### config.mk
export PLATFORM = sky130hd
export DESIGN_NAME = pipelined_cla_adder
export DESIGN_NICKNAME = d
export VERILOG_FILES = /design/src/rtl/cla_pkg.sv /design/src/rtl/cla_chunk.sv /design/src/rtl/pipelined_cla_adder.sv
export SDC_FILE = /design/constraint.sdc
export NUM_CORES = 1
export LEC_CHECK = 0
export BUFFER_PORTS_ARGS = -buffer_cell sky130_fd_sc_hd__buf_4
export CAP_MARGIN = 30
export CORE_UTILIZATION = 30
export DETAILED_ROUTE_END_ITERATION = 12
export HOLD_SLACK_MARGIN = 0.15
export PLACE_DENSITY = 0.48
export REMOVE_ABC_BUFFERS = 1
export SLEW_MARGIN = 10
export SYNTH_ARGS = -nofsm -noshare
export SYNTH_HDL_FRONTEND = slang
export SYNTH_HIERARCHICAL = 1
export SYNTH_SLANG_ARGS = --single-unit
### constraint.sdc
create_clock -name clk -period 7.1 [get_ports clk]
set_input_delay 1.065 -clock clk [delete_from_list [all_inputs] [get_ports clk]]
set_output_delay 1.065 -clock clk [all_outputs]
set_load 0.02 [all_outputs]
### src/rtl/cla_pkg.sv
// Shared carry-lookahead definitions: group size and the 4-bit lookahead carry function.
package cla_pkg;

    localparam int unsigned CLA_GROUP = 4;

    // Returns {group carry-out, carry into bit 3, bit 2, bit 1, bit 0}.
    function automatic logic [CLA_GROUP:0] cla_carries(
        input logic [CLA_GROUP-1:0] g,
        input logic [CLA_GROUP-1:0] p,
        input logic                 cin
    );
        logic [CLA_GROUP:0] c;
        c[0] = cin;
        c[1] = g[0] | (p[0] & cin);
        c[2] = g[1] | (p[1] & g[0]) | (p[1] & p[0] & cin);
        c[3] = g[2] | (p[2] & g[1]) | (p[2] & p[1] & g[0]) | (p[2] & p[1] & p[0] & cin);
        c[4] = g[3] | (p[3] & g[2]) | (p[3] & p[2] & g[1]) | (p[3] & p[2] & p[1] & g[0])
             | (p[3] & p[2] & p[1] & p[0] & cin);
        return c;
    endfunction

endpackage

### src/rtl/cla_chunk.sv
// Combinational CW-bit adder built from 4-bit lookahead groups with rippled group carries.
module cla_chunk
    import cla_pkg::*;
#(
    parameter int unsigned CW = 8
) (
    input  logic [CW-1:0] a,
    input  logic [CW-1:0] b,
    input  logic          c_in,
    output logic [CW-1:0] s,
    output logic          c_out,
    output logic          c_msb
);
    localparam int unsigned NG = CW / CLA_GROUP;

    logic [CW-1:0] g;
    logic [CW-1:0] p;
    logic [CW-1:0] c;
    logic [NG:0]   gc;

    assign g     = a & b;
    assign p     = a | b;
    assign gc[0] = c_in;

    for (genvar i = 0; i < NG; i++) begin : g_grp
        logic [CLA_GROUP:0] cc;
        assign cc                          = cla_carries(g[i*CLA_GROUP +: CLA_GROUP],
                                                         p[i*CLA_GROUP +: CLA_GROUP], gc[i]);
        assign c[i*CLA_GROUP +: CLA_GROUP] = cc[CLA_GROUP-1:0];
        assign gc[i+1]                     = cc[CLA_GROUP];
    end

    assign s     = a ^ b ^ c;
    assign c_out = gc[NG];
    assign c_msb = c[CW-1];

endmodule

### src/rtl/pipelined_cla_adder.sv
// Carry-pipelined CLA adder/subtractor: chunk k is summed in stage k, valid/ready flow control.
module pipelined_cla_adder
    import cla_pkg::*;
#(
    parameter int unsigned WIDTH  = 32,
    parameter int unsigned STAGES = 4
) (
    input  logic             clk,
    input  logic             reset,
    input  logic             in_valid,
    output logic             in_ready,
    input  logic [WIDTH-1:0] a,
    input  logic [WIDTH-1:0] b,
    input  logic             c_in,
    input  logic             sub,
    output logic             out_valid,
    input  logic             out_ready,
    output logic [WIDTH-1:0] s,
    output logic             c_out,
    output logic             ovf
);
    localparam int unsigned CW = WIDTH / STAGES;

    if ((STAGES < 1) || ((WIDTH % (CLA_GROUP * STAGES)) != 0)) begin : g_param_check
        $error("pipelined_cla_adder: WIDTH must be a multiple of 4*STAGES and STAGES >= 1");
    end

    // Per-stage record: finished low sum chunks, pending high a/b' chunks, carry out.
    typedef struct packed {
        logic             valid;
        logic             carry;
        logic             ovf;
        logic [WIDTH-1:0] sum;
        logic [WIDTH-1:0] a;
        logic [WIDTH-1:0] b;
    } stage_t;

    stage_t            stg_q [STAGES];
    stage_t            stg_d [STAGES];
    logic [STAGES-1:0] ready_c;

    // Backpressure chain from the consumer toward the producer.
    always_comb begin
        ready_c             = '0;
        ready_c[STAGES-1]   = ~stg_q[STAGES-1].valid | out_ready;
        for (int i = int'(STAGES) - 2; i >= 0; i--) begin
            ready_c[i] = ~stg_q[i].valid | ready_c[i+1];
        end
    end

    for (genvar k = 0; k < STAGES; k++) begin : g_stage
        stage_t        prev;
        stage_t        d;
        logic [CW-1:0] ch_s;
        logic          ch_cout;
        logic          ch_cmsb;

        if (k == 0) begin : g_first
            // Subtraction is a + ~b + 1; carry-in forced high, c_in ignored.
            always_comb begin
                prev       = '0;
                prev.valid = in_valid;
                prev.carry = sub | c_in;
                prev.a     = a;
                prev.b     = sub ? ~b : b;
            end
        end else begin : g_next
            assign prev = stg_q[k-1];
        end

        cla_chunk #(.CW(CW)) u_chunk (
            .a     (prev.a[k*CW +: CW]),
            .b     (prev.b[k*CW +: CW]),
            .c_in  (prev.carry),
            .s     (ch_s),
            .c_out (ch_cout),
            .c_msb (ch_cmsb)
        );

        always_comb begin
            d                   = prev;
            d.sum[k*CW +: CW]   = ch_s;
            d.carry             = ch_cout;
            d.ovf               = ch_cmsb ^ ch_cout;
        end

        assign stg_d[k] = d;
    end

    // Payload only loads with a valid op so a drained output keeps its last value.
    always_ff @(posedge clk) begin
        if (reset) begin
            for (int i = 0; i < int'(STAGES); i++) begin
                stg_q[i] <= '0;
            end
        end else begin
            for (int i = 0; i < int'(STAGES); i++) begin
                if (ready_c[i]) begin
                    if (stg_d[i].valid) begin
                        stg_q[i] <= stg_d[i];
                    end else begin
                        stg_q[i].valid <= 1'b0;
                    end
                end
            end
        end
    end

    assign in_ready  = ready_c[0];
    assign out_valid = stg_q[STAGES-1].valid;
    assign s         = stg_q[STAGES-1].sum;
    assign c_out     = stg_q[STAGES-1].carry;
    assign ovf       = stg_q[STAGES-1].ovf;

endmodule

==> impl_metrics.csv <==
group,metric,value,unit
route,firstDrtPassIters,9,
floorplan,die_x,192.6,um
floorplan,initial_utilization,30.57,%
clock_network,cts_buffer_depth,2,
clock_network,h-tree-depth,4,
clock_network,cts_resized,0,
clock_network,clock_sinks,185,
route,drtAntennaViolNets,0,
placement,pre_cts_slack,3.003,ns
timing,max_slew_margin,38.57,%
route,wire_per_inst,16.07,um
clock_network,cts_buffers,17,
timing,setup_viol_count_final,0,
layout,largest_register_ffs,185,
layout,n_fill_cell,3428,
floorplan,dieArea,37100,um2
grt,grt_max_degree,111,
timing,finalHoldViolCount,0,
status,status,"finished with violations",
pwr,ir_worst_vdd,0.1542,mV
timing,fin_crit_sh,50.35,%
floorplan,ios,106,
route,vias,5715,
timing,setup_tns,0,ns
critical_path,cp.arrival,2.51,ns
timing,fin_worst_skew,0.01296,ns
floorplan,die_y,192.6,um
route,viasPerCell,4.379,
timing,period_needed,3.575,ns
synthesis,yosysWarnings,6,
timing,setup_ws,3.525,ns
status,violations,"design-rule violations",
timing,tightest_slew,0.9214,ns
clock_network,path_clk_slew,0.07,ns
placement,hpwl,13.63,mm
clock_network,clock_latency,0.44,ns
grt,antenna_found_initial,0,
timing,maxSlewViolCount,0,
pwr,p_leak,0.004671,uW
route,routed_wl,20.97,mm
layout,antenna_cells,0,
synthesis,avgSynthCellArea,14.44,um2
route,drtIter0Drc,300,
layout,top_regs,"stg_q x185",
layout,layout-drive-gt1-share,41.82,%
synthesis,syn_area,10900,um2
placement,gp_congestion,0.7107,
grt,grt_pass1_vias,5820,
grt,grt_overflow,0,
timing,rsz0062_at_grt,"no",
layout,fin_nets,973,
grt,grt_pass1_wl,33.75,mm
critical_path,cp_max_fo,110,
timing,max_clock_freq,279.7,MHz
route,remaining_drc_errors,8,
critical_path,setup.worst_path.start_class,"primary input",
layout,syn_to_final_growth,16.48,%
clock_network,cts-root-buf,"clkbuf_16",
clock_network,cts_tree,"done",
critical_path,crit_type,"primary input to output pin",
floorplan,core_area,35660,um2
run,drv_cap,0,
worst_hold_path,hp-class,"flop to flop",
grt,grt_use_total,12.06,%
synthesis,syn_inst,755,
critical_path,worstSetupEndpointType,"output pin",
layout,final_util,35.61,%
placement,io_buffers,105,
pwr,power_density,210.0,nW/um2
clock_network,post_cts_buffers,0,
critical_path,cp.required,6.03,ns
layout,largest_register,"stg_q",
floorplan,num_rows,69,
clock_network,cts_hold_buf,0,
through the flow:
step	power (uW)	instance area [um2]	instances	hold WS (ns)
floorplan	1540	10520	695	0.5375
global placement	1670	12010	1270	0.5450
CTS	2709	12670	1304	0.5718
finish	2666	12700	1305	0.5627
global route	2782	12700	1305	0.5819
detailed placement	1672	12050	1272	0.5498
final cells by class:
cell class	count	area, um2	share of cell area (%)
timing repair buffer	117	935.9	7.372
inverter	112	420.4	3.311
clock buffer	18	429.2	3.380
clock inverter	14	192.7	1.518
multi-input combinational	398	4586	36.12
sequential	185	5555	43.76
tap	461	576.8	4.543
report_power, final:
group / switching, uW / internal [uW]
Clock: 431 / 593
Combinational: 185 / 159
Sequential: 25.3 / 1270
Total: 641 / 2020
path summary, 6_finish.rpt:
| check | startpoint | endpoint | slack (ns) | cells after the start |
|---|---|---|---|---|
| max | out_ready | in_ready | 3.53 | 5 |
| min | stg_q[0][56]$_SDFFCE_PN0P_ | stg_q[1][56]$_SDFFCE_PN0P_ | 0.56 | 1 |
| max reg2reg | stg_q[0][98]$_SDFFCE_PP0P_ | stg_q[0][55]$_SDFFCE_PN0P_ | 4.02 | 3 |
| min reg2reg | stg_q[0][56]$_SDFFCE_PN0P_ | stg_q[1][56]$_SDFFCE_PN0P_ | 0.56 | 1 |
critical path, cell delays in order:
cell and delay (ns):
buf_4 0.13, and4b_4 0.33, buf_12 0.52, nand2_1 0.16, buf_4 0.21
cell usage in the layout, fill, tap and decap left out, drive strengths merged, types with 5 or more instances in the layout:
master	instances
a211oi	57
xnor2	41
edfxtp	185
clkbuf	18
inv	117
xor2	16
nor3	10
nand2b	5
nor3b	49
nor2b	13
a21oi	9
ha	64
o21ai	8
fa	8
buf	117
o21bai	18
nor4b	74
layer usage:
layer / GRT usage [%] / vias to the layer above / part of all wire, %
met5: 0 / - / 0
met4: 3.907 / 0 / 1.3
met3: 2.364 / 15 / 2.9
met2: 18.58 / 79 / 47
met1: 16.86 / 2764 / 49
li1: - / 2857 / -
Note: power is estimated with default switching activity, not from simulation.
